### src/rtl/task_sequencer.sv
// Frame scheduler: runs INIT_TASKS engines once after reset, then loops the rest once per frame.
// Optional watchdog on the WAIT state is enabled by defining TASK_SEQ_TIMEOUT_EN.
module task_sequencer #(
    parameter int NUM_TASKS    = 6,
    parameter int INIT_TASKS   = 2,
    parameter int FRAME_PERIOD = 1700000,
    parameter int WINDOW       = 1000,
    parameter int TIMEOUT      = 65535
) (
    input  logic                 clock,
    input  logic                 reset,
    input  logic [NUM_TASKS-1:0] task_mask,
    input  logic [NUM_TASKS-1:0] done_vec,
    output logic [NUM_TASKS-1:0] start_vec,
    output logic [3:0]           grant,
    output logic                 grant_valid,
    output logic                 draw_window,
    output logic                 frame_tick,
    output logic                 overrun,
    output logic                 timeout_err
);

    localparam int CW = (FRAME_PERIOD > 2) ? $clog2(FRAME_PERIOD) : 1;
    localparam int IW = $clog2(NUM_TASKS);
    localparam logic [CW-1:0] RELOAD     = CW'(FRAME_PERIOD - 1);
    localparam logic [CW-1:0] WIN        = CW'(WINDOW);
    localparam logic [IW-1:0] FIRST_LOOP = IW'(INIT_TASKS);
    localparam logic [IW-1:0] LAST_TASK  = IW'(NUM_TASKS - 1);

    typedef enum logic [2:0] {BOOT, ISSUE, WAIT, NEXT, SYNC} state_t;

    state_t        state, state_d;
    logic [IW-1:0] idx, idx_d;
    logic [CW-1:0] count;
    logic          tick_pending;
    logic          skip;
    logic          wd_expired;

    // frame_tick is registered one count early so it is high exactly while count == 0
    always_ff @(posedge clock or negedge reset) begin
        if (!reset) begin
            count       <= RELOAD;
            frame_tick  <= 1'b0;
            draw_window <= 1'b0;
        end else begin
            count       <= (count == '0) ? RELOAD : count - CW'(1);
            frame_tick  <= (count == CW'(1));
            draw_window <= (count < WIN);
        end
    end

    always_comb begin
        skip = (idx >= FIRST_LOOP) && task_mask[idx];
    end

    always_comb begin
        state_d     = state;
        idx_d       = idx;
        start_vec   = '0;
        grant       = 4'hF;
        grant_valid = 1'b0;
        case (state)
            BOOT: begin
                if (INIT_TASKS > 0) begin
                    state_d = ISSUE;
                    idx_d   = '0;
                end else begin
                    state_d = SYNC;
                    idx_d   = FIRST_LOOP;
                end
            end
            ISSUE: begin
                if (skip) begin
                    state_d = NEXT;
                end else begin
                    start_vec[idx] = 1'b1;
                    state_d        = WAIT;
                end
            end
            WAIT: begin
                grant       = 4'(idx);
                grant_valid = 1'b1;
                if (done_vec[idx] || wd_expired) begin
                    state_d = NEXT;
                end
            end
            NEXT: begin
                if (idx == LAST_TASK) begin
                    idx_d   = FIRST_LOOP;
                    state_d = SYNC;
                end else begin
                    idx_d   = idx + IW'(1);
                    state_d = ISSUE;
                end
            end
            SYNC: begin
                if (tick_pending || frame_tick) begin
                    state_d = ISSUE;
                end
            end
            default: state_d = BOOT;
        endcase
    end

    // A tick seen in SYNC is consumed by the exit; elsewhere it is remembered once
    always_ff @(posedge clock or negedge reset) begin
        if (!reset) begin
            state        <= BOOT;
            idx          <= '0;
            tick_pending <= 1'b0;
            overrun      <= 1'b0;
        end else begin
            state <= state_d;
            idx   <= idx_d;
            if (frame_tick && state != SYNC) begin
                tick_pending <= 1'b1;
                if (tick_pending) begin
                    overrun <= 1'b1;
                end
            end else if (state == SYNC && (tick_pending || frame_tick)) begin
                tick_pending <= 1'b0;
            end
        end
    end

`ifdef TASK_SEQ_TIMEOUT_EN
    logic [15:0] wd;

    always_comb begin
        wd_expired = (state == WAIT) && (wd == 16'(TIMEOUT - 1));
    end

    always_ff @(posedge clock or negedge reset) begin
        if (!reset) begin
            wd          <= '0;
            timeout_err <= 1'b0;
        end else if (state != WAIT) begin
            wd <= '0;
        end else if (!done_vec[idx]) begin
            if (wd_expired) begin
                timeout_err <= 1'b1;
            end else begin
                wd <= wd + 16'd1;
            end
        end
    end
`else
    always_comb begin
        wd_expired  = 1'b0;
        timeout_err = 1'b0;
    end
`endif

endmodule

### config.mk
export PLATFORM = sky130hd
export DESIGN_NAME = task_sequencer
export DESIGN_NICKNAME = d
export VERILOG_FILES = /design/src/rtl/task_sequencer.sv
export SDC_FILE = /design/constraint.sdc
export NUM_CORES = 1
export LEC_CHECK = 0
export ABC_CLOCK_PERIOD_IN_PS = 6100
export BUFFER_PORTS_ARGS = -buffer_cell sky130_fd_sc_hd__buf_2
export CORE_MARGIN = 2
export CORE_UTILIZATION = 60
export DETAILED_ROUTE_END_ITERATION = 8
export GPL_ROUTABILITY_DRIVEN = 0
export MAX_ROUTING_LAYER = met4
export PLACE_DENSITY = 0.9
export SETUP_SLACK_MARGIN = 0.5
export SYNTH_ARGS = -nofsm -noshare
export SYNTH_HDL_FRONTEND = slang
export SYNTH_SLANG_ARGS = --single-unit
export TNS_END_PERCENT = 50
### constraint.sdc
create_clock -name clock -period 6.1 [get_ports clock]
set_clock_uncertainty 0.15 [all_clocks]
set_input_delay 0.305 -clock clock [delete_from_list [all_inputs] [get_ports clock]]
set_output_delay 0.305 -clock clock [all_outputs]
set_load 0.05 [all_outputs]
# Yosys cells after proc, flatten, opt, wreduce, memory -nomap -nowiden
# Index checks and enable logic that the tools add are counted.
[op_classes]
n_addsub = 2
order_cmp = 4
eq_ne = 9
n_mux = 20
reduce_logical = 11
[ops]
columns = ["operator", "n"]
rows = [
  ["$eq A21 B1 Y1 const B", 1],
  ["$logic_not A21 Y1", 1],
  ["$lt A21 B10 Y1 const B", 1],
  ["$mux W21", 1],
  ["$sub A21 B1 Y21 const B", 1],
  ["$pmux W3 S5", 1],
  ["$mux W3", 4],
  ["$mux W6", 2],
  ["$mux W1", 7],
  ["$bmux W1 S3", 2],
  ["$eq A3 B2 Y1 const B", 2],
  ["$eq A3 B3 Y1 const B", 2],
  ["$pmux W3 S2", 1],
  ["$logic_and A1 B1 Y1", 4],
  ["$lt A3 B4 Y1 const B", 1],
  ["$mux W4", 1],
  ["$ne A2 B2 Y1 const B", 2],
  ["$reduce_and A2 Y1", 2],
  ["$reduce_bool A2 Y1", 2],
  ["$add A3 B1 Y3 const B", 1],
  ["$demux W1 S3", 1],
  ["$eq A3 B1 Y1 const B", 1],
  ["$ge A3 B1 Y1 const B", 1],
  ["$ge A3 B2 Y1 const B", 1],
  ["3 further kinds", 3],
]
[totals]
regBits = 31
output_inout_bits = 15

# Depth between registers and ports, before layout
# Gate-level depths: netlist of the first run.
[logic_depth]
depth_word = 6
ltp_mapped = 7
depth_no_buf = 6

# Worst setup path before layout of the first run
# OpenSTA, ideal clock, no wires.
[synth_timing]
path_type = "flip-flop to output port"
from = "reg state[0]"
to = "out grant[0]"
arrival_time_ns = 2.694
required_ns = 5.645
slack_ns = 2.951
path_stages_with_launch = 4
path_buffers = 1
cell_sequence = "dfrtp_1 clkbuf_1 nor3b_1 nand2_1"
[synth_via]
elab_chain_cells = 2
[synth_lines]
columns = ["element", "line_no", "source"]
rows = [
  ["start: declaration", "32", "state_t state, state_d;"],
  ["start signal: assignment", "113", "state <= state_d;"],
  ["$eq A3 B2 Y1", "62", "case (state)"],
  ["$mux W4", "62", ""],
  ["end: declaration", "15", "output logic [3:0] grant,"],
]
# Every way passes these cells.

# Worst setup path after layout of the first run
[layout_timing]
from = "reg count[0]"
to = "reg count[14]"
[layout_via]
elab_chain_cells = 2
elab_cells_between_ends = 3
classes_between = "add/sub: 1; mux: 1; reduce/logical: 1"
[layout_lines]
columns = ["element", "line_no", "source"]
rows = [
  ["start: declaration", "34", "logic [CW-1:0] count;"],
  ["start signal: assignment", "46", "count <= (count == '0) ? RELOAD : count - CW'(1);"],
  ["$sub A21 B1 Y21 / $logic_not A21 Y1 (equally long branches)", "46", ""],
  ["$mux W21 (*)", "46", ""],
]
# Every way passes the cells marked *; elsewhere a longest branch is shown, timed or not.
# A chain may end at the register's enable or synchronous reset.

==> flow_metrics.py, run 1 <==
metrics = {
    "run_status": {
        "status": "finished, final reports clean",
    },
    "clocking": {
        "cts_tree": "done",
        "post_cts_buffers": 0,
        "ctsHtreeMaxLevel": 2,
        "cts_made_buffers": 5,
        "clk_pin_slew_worst_paths_ns": 0.09,
        "cts_hold_buf": 1,
        "cts-resized-gates": 0,
        "clock_path_buffers": 2,
        "cts.root.buffer_cell": "clkbuf_4",
        "cts.sinks": 31,
        "worstSkewPairLatency_ns": 0.34,
    },
    "global_routing": {
        "track_usage": 0.2475,
        "grt.overflow.total": 0,
        "grt_pass1_vias": 1400,
        "grt_pass1_wl_mm": 6.210,
        "grt_max_degree": 32,
        "antenna_found_initial": 0,
    },
    "drt": {
        "wire_per_inst_um": 14.94,
        "drc_errors": 0,
        "drt_iter0_drc": 162,
        "wirelength_mm": 3.704,
        "num_vias": 1531,
        "first_pass_iters": 4,
        "antenna_left": 0,
        "viasPerCell": 6.173,
    },
    "synth": {
        "netlist_area_mm2": 0.001785,
        "synth_nets": 212,
        "ys_seq_area_frac": 0.4436,
        "async_reset_ff_frac": 1.000,
        "synth_warnings": 0,
        "synth_flop_cell": "dfrtp_1",
        "ys_ff_latch": 31,
        "yosys.area.top_type_share": 0.2523,
        "ys_types": 46,
        "yosys-top-cells-area": "dfrtp_1 25%, dfstp_2 19%, nand2_1 4.6%, nor2_1 4.4%, ha_1 3.5%",
        "syn_inst": 193,
        "yosys.area.top_type": "dfrtp_1",
        "synth_edf_count": 0,
        "syn_avg_cell_area_um2": 9.251,
    },
    "timing": {
        "fin_setup_tns_ns": 0,
        "whs_ns": 0.2351,
        "worst_slack_ns": 3.612,
        "finalMaxSlewViolations": 0,
        "finalHoldViolCount": 0,
        "fmax_mhz": 401.9,
        "timing.slew.headroom": 0.5533,
        "fin_crit_sh": 0.4079,
        "min_period_ns": 2.488,
        "worst-slew-pin-transition_ns": 0.6649,
        "setup_violations": 0,
        "rsz0062_at_grt": "no",
    },
    "finish": {
        "fillCellCount": 208,
        "num_antenna_cells": 0,
        "final_common_cell": "buf_2",
        "drive_gt1_frac": 0.2442,
        "layout.nets": 235,
        "seq_area_um2": 792.0,
        "syn_to_final_growth_pct": 10.37,
        "post-route-util": 0.7085,
        "final_area_mm2": 0.001971,
        "multi_input_area_um2": 909.6,
        "layout_common_cells": "25 x buf_2, 22 x nand2_1, 21 x nor2_1",
    },
    "setup_path": {
        "slowest_stage": "or4b_1",
        "reg2reg_depth": 6,
        "end_kind": "flip-flop",
        "cpPeakStageDelay_ns": 0.55,
        "timing.rr.end": "count[14]$_DFF_PN1_",
        "worstSetupStartpointType": "flip-flop",
        "path_cells": "inv_1, ha_1, or4b_1, or3_1, or4_1, nand3_1",
        "regToRegStartpoint": "count[0]$_DFF_PN1_",
        "ff2ff_setup_slack_ns": 3.61,
        "crit_buf_inv": 1,
        "path_max_fanout": 9,
        "required_ns": 6.23,
        "crit_type": "flip-flop to flip-flop",
        "crit_family": "simple AND/OR/NAND/NOR gates",
        "cp.arrival_ns": 2.62,
    },
    "power": {
        "seqPwrFrac": 0.422,
        "p_sw_mw": 0.2550,
        "swShare": 0.4143,
        "powerDensity_mw_per_mm2": 312.3,
        "max-vdd-ir-drop_mv": 0.2947,
        "clkPwrFrac": 0.224,
        "combPwrFrac": 0.354,
        "p_leak_nw": 0.8498,
        "cell_internal_pwr_mw": 0.3605,
    },
    "placed_design": {
        "dpl.hpwl_mm": 2.549,
        "portBuffers": 25,
        "dp_slack_ns": 3.649,
        "place_area_mm2": 0.001892,
    },
    "die": {
        "die_area_mm2": 0.003428,
        "core_mm2": 0.002781,
        "start_util": 0.6419,
        "die_w_um": 58.55,
        "row_count": 19,
        "io_pins": 29,
        "die_height_um": 58.55,
    },
    "worst_hold_path": {
        "worstHoldEndpoint": "state[0]$_DFFE_PN0P_",
        "min_from": "done_vec[4]",
        "hold_path.class": "input pin to flip-flop",
        "hold_depth": 5,
    },
    "job": {
        "maxCapViolCount": 0,
    },
}
-- per-stage QoR --
step                      total power, mW  cells
final                              0.6155    248
after global routing               0.6509    248
after CTS                          0.6187    248
after detailed placement           0.4756    239
after global placement             0.4722    239
after floorplan                    0.4319    193
-- state kept, by name, indices dropped and copies added (netlist names) --
register      flops
count            21
draw_window       1
frame_tick        1
idx               3
overrun           1
state             3
tick_pending      1
-- cells by family after synthesis --
logic type                 synth area share
DFF                                  0.4436
AOI/OAI and AO/OA                    0.1114
muxes                               0.03504
other                              0.002100
xor gates and xnor gates            0.04905
and+or+nand+nor                      0.2768
buffers and inverters               0.04695
adders and majority gates           0.03504
-- tightest hold or removal path, cell delays in order --
cell and delay [ns]:
buf_2 0.07, mux2i_1 0.05, o21ai_0 0.13, a21oi_1 0.04
nor2_1 0.09
-- power by group through the flow --
stage	sequential (mW)	combinational, mW	clock (mW)
global route	0.264	0.234	0.152
CTS	0.259	0.219	0.141
detailed placement	0.263	0.213	0
global placement	0.262	0.211	0
finish	0.260	0.218	0.138
floorplan	0.230	0.202	0
-- synth_stat cells (3+ instances only) --
master    count
o31ai_1       3
o21ai_0      11
dfrtp_1      18
nand3_1      12
o41ai_1       3
ha_1          5
nor2_1       21
nor3_1        9
xor2_1        5
nor4_1        5
a21oi_1       6
dfstp_2      13
or3_1         4
clkbuf_1      6
nand2_1      22
inv_1         7
mux2i_1       4
xnor2_1       5
-- worst max path at each step --
stage / from / to / slack [ns] / depth (start not counted)
finish: count[0]$_DFF_PN1_ / count[14]$_DFF_PN1_ / 3.61 / 6
global route: count[1]$_DFF_PN1_ / count[18]$_DFF_PN0_ / 3.48 / 6
CTS: count[0]$_DFF_PN1_ / count[14]$_DFF_PN1_ / 3.60 / 6
detailed placement: count[1]$_DFF_PN1_ / count[14]$_DFF_PN1_ / 3.65 / 6
global placement: count[1]$_DFF_PN1_ / count[14]$_DFF_PN1_ / 3.67 / 6
floorplan: state[0]$_DFFE_PN0P_ / grant[0] / 2.95 / 3
-- final cells by class --
| cell class | instances | area share |
|---|---|---|
| Tap cell | 31 | 0.01968 |
| Sequential cell | 31 | 0.4019 |
| Inverter | 7 | 0.01333 |
| Clock buffer | 8 | 0.03492 |
| Multi-Input combinational cell | 145 | 0.4616 |
| Timing Repair Buffer | 26 | 0.06857 |
-- per-layer routing --
| layer | share of wire | track usage | vias up |
|---|---|---|---|
| li1 | - | - | 735 |
| met1 | 0.43 | 0.3000 | 736 |
| met2 | 0.50 | 0.3836 | 51 |
| met3 | 0.059 | 0.08352 | 9 |
| met4 | 0.019 | 0.09302 | 0 |
| met5 | 0 | - | - |
No activity file was read; power rests on OpenSTA's default activity.
==> inputs of run 2 (changes only) <==
--- a/config.mk
+++ b/config.mk
@@ -5,14 +5,14 @@
 export SDC_FILE = /design/constraint.sdc
 export NUM_CORES = 1
 export LEC_CHECK = 0
-export ABC_CLOCK_PERIOD_IN_PS = 6100
+export ABC_CLOCK_PERIOD_IN_PS = 2250
 export BUFFER_PORTS_ARGS = -buffer_cell sky130_fd_sc_hd__buf_2
 export CORE_MARGIN = 2
-export CORE_UTILIZATION = 60
+export CORE_UTILIZATION = 50
 export DETAILED_ROUTE_END_ITERATION = 8
 export GPL_ROUTABILITY_DRIVEN = 0
 export MAX_ROUTING_LAYER = met4
-export PLACE_DENSITY = 0.9
+export PLACE_DENSITY = 0.81
 export SETUP_SLACK_MARGIN = 0.5
 export SYNTH_ARGS = -nofsm -noshare
 export SYNTH_HDL_FRONTEND = slang
==> constraint.sdc (replaced) <==
create_clock -name clock -period 2.25 [get_ports clock]
set_clock_uncertainty 0.15 [all_clocks]
set_input_delay 0.1125 -clock clock [delete_from_list [all_inputs] [get_ports clock]]
set_output_delay 0.1125 -clock clock [all_outputs]
set_load 0.05 [all_outputs]
==> flow_metrics.py, run 2 (synthesis gave the netlist of run 1 again) <==
metrics = {
    "finish": {
        "largest-register": "count",
        "seq_area_um2": 798.3,
        "multi_input_area_mm2": 0.001144,
        "largest_reg_flops": 21,
        "final_area_mm2": 0.002581,
        "drive_gt1_frac": 0.5195,
        "layout_common_cells": "34 x buf_4, 21 x buf_2, 17 x nor2_1",
        "num_antenna_cells": 0,
        "syn_to_final_growth_pct": 44.57,
        "fillCellCount": 178,
        "largest_registers": "count: 21 flops, idx: 3 flops, state: 3 flops",
        "final_common_cell": "buf_4",
        "layout.nets": 274,
    },
    "timing": {
        "min_period_ns": 2.175,
        "finalMaxSlewViolations": 0,
        "fin_setup_tns_ns": 0,
        "fin_crit_sh": 0.9665,
        "setup_violations": 0,
        "finalHoldViolCount": 0,
        "fmax_mhz": 459.8,
        "rsz0062_at_grt": "yes",
        "worst-slew-pin-transition_ns": 0.6867,
        "timing.slew.headroom": 0.5422,
    },
    "worst_hold_path": {
        "min_from": "done_vec[4]",
        "hold_path.class": "input pin to flip-flop",
    },
    "clocking": {
        "clk_pin_slew_worst_paths_ns": 0.13,
        "worstSkewPairLatency_ns": 0.37,
        "cts_made_buffers": 5,
        "cts.root.buffer_cell": "clkbuf_4",
        "cts.sinks": 31,
        "ctsHtreeMaxLevel": 2,
        "cts_tree": "done",
        "clock_path_buffers": 2,
    },
    "run_status": {
        "status": "finished, final reports clean",
    },
    "global_routing": {
        "antenna_found_initial": 0,
        "grt.overflow.total": 0,
        "grt_pass1_vias": 1595,
        "grt_max_degree": 32,
        "grt_pass1_wl_mm": 7.596,
        "track_usage": 0.2511,
    },
    "drt": {
        "drc_errors": 0,
        "first_pass_iters": 5,
        "viasPerCell": 6.318,
        "antenna_left": 0,
        "wirelength_mm": 5.717,
        "wire_per_inst_um": 18.93,
        "num_vias": 1908,
        "drt_iter0_drc": 142,
    },
    "job": {
        "maxCapViolCount": 0,
    },
    "die": {
        "row_count": 21,
        "io_pins": 29,
        "die_area_mm2": 0.004065,
        "die_height_um": 63.76,
        "core_mm2": 0.003390,
        "die_w_um": 63.76,
        "start_util": 0.5268,
    },
    "setup_path": {
        "end_kind": "flip-flop",
        "startpoint": "count[5]$_DFF_PN0_",
        "crit_type": "flip-flop to flip-flop",
        "regToRegStartpoint": "count[5]$_DFF_PN0_",
        "required_ns": 2.38,
        "worstSetupStartpointType": "flip-flop",
        "path_max_fanout": 6,
        "cp.arrival_ns": 2.30,
    },
    "power": {
        "p_leak_nw": 1.098,
        "max-vdd-ir-drop_mv": 0.6599,
        "powerDensity_mw_per_mm2": 798.0,
    },
    "placed_design": {
        "dpl.hpwl_mm": 2.788,
        "place_area_mm2": 0.002079,
        "portBuffers": 25,
    },
}
run 2: cell types whose count changed in the layout (fill, tap and decap cells not counted), sizes merged:
cell / previous run / this run
buf: 25 / 63
clkinv: 0 / 1
or4: 5 / 6
bufinv: 0 / 1
clkbuf: 8 / 6
run 2: layer usage:
metal / GRT usage / up-vias / wire length, µm
li1: - / 818 / -
met1: 0.3283 / 926 / 2188
met2: 0.3855 / 123 / 2744
met3: 0.05986 / 41 / 481
met4: 0.08696 / 0 / 302
met5: - / - / 0
run 2: timing repair:
| action | in CTS | in global routing |
|---|---|---|
| pin swaps | 7 | 8 |
| endpoints found under the setup margin | 32 | 34 |
| hold buffers | 1 | 0 |
| endpoints found under the hold margin | 18 | 0 |
| gates cloned | 1 | 0 |
| gates resized for setup | 16 | 42 |
| buffers inserted | 13 | 10 |
run 2: power breakdown:
group	switching, mW	leakage (nW)	total, mW	internal, mW
Combinational	0.536	0.687	0.856	0.320
Sequential	0.111	0.363	0.716	0.605
Clock	0.226	0.0482	0.488	0.262
run 2: area by class of cell:
type / instances / share of cell area
tap: 46 / 0.02230
multi-input combinational: 146 / 0.4430
sequential: 31 / 0.3093
clock inverter: 2 / 0.01357
timing repair buffer: 64 / 0.1818
clock buffer: 6 / 0.01987
inverter: 7 / 0.01018
run 2: metrics by stage:
stage          hold WS (ns)  instances  utilization  total power, mW  setup WS, ns
6_report            0.07702        302       0.7615            2.060       0.07536
5_1_grt              0.1532        302       0.7615            2.133       0.03382
4_1_cts             0.04199        292       0.6929            1.790        0.1376
3_5_place_dp        0.03226        269       0.6135            1.327       0.04198
3_3_place_gp        0.02896        269       0.6135            1.320       0.06469
2_1_floorplan       -0.3331        193            -            1.221       0.01465
run 2: worst paths after layout:
kind                                   endpoint  slack [ns]  cells after the start
max in group asynchronous  state[0]$_DFFE_PN0P_        1.28                      2
hold reg to reg             overrun$_DFFE_PN0P_        0.35                      1
hold / removal             state[0]$_DFFE_PN0P_        0.08                      5
setup reg to reg            count[13]$_DFF_PN1_        0.08                      4
min in group asynchronous    count[9]$_DFF_PN0_        0.15                      2
setup / recovery            count[13]$_DFF_PN1_        0.08                      4
run 2: worst max-delay path, cell delays in order, from the launching register on:
cell and delay [ns]:
dfrtp_1 0.40, or4_4 0.54, or2_4 0.28, or4_4 0.56, o211ai_1 0.14
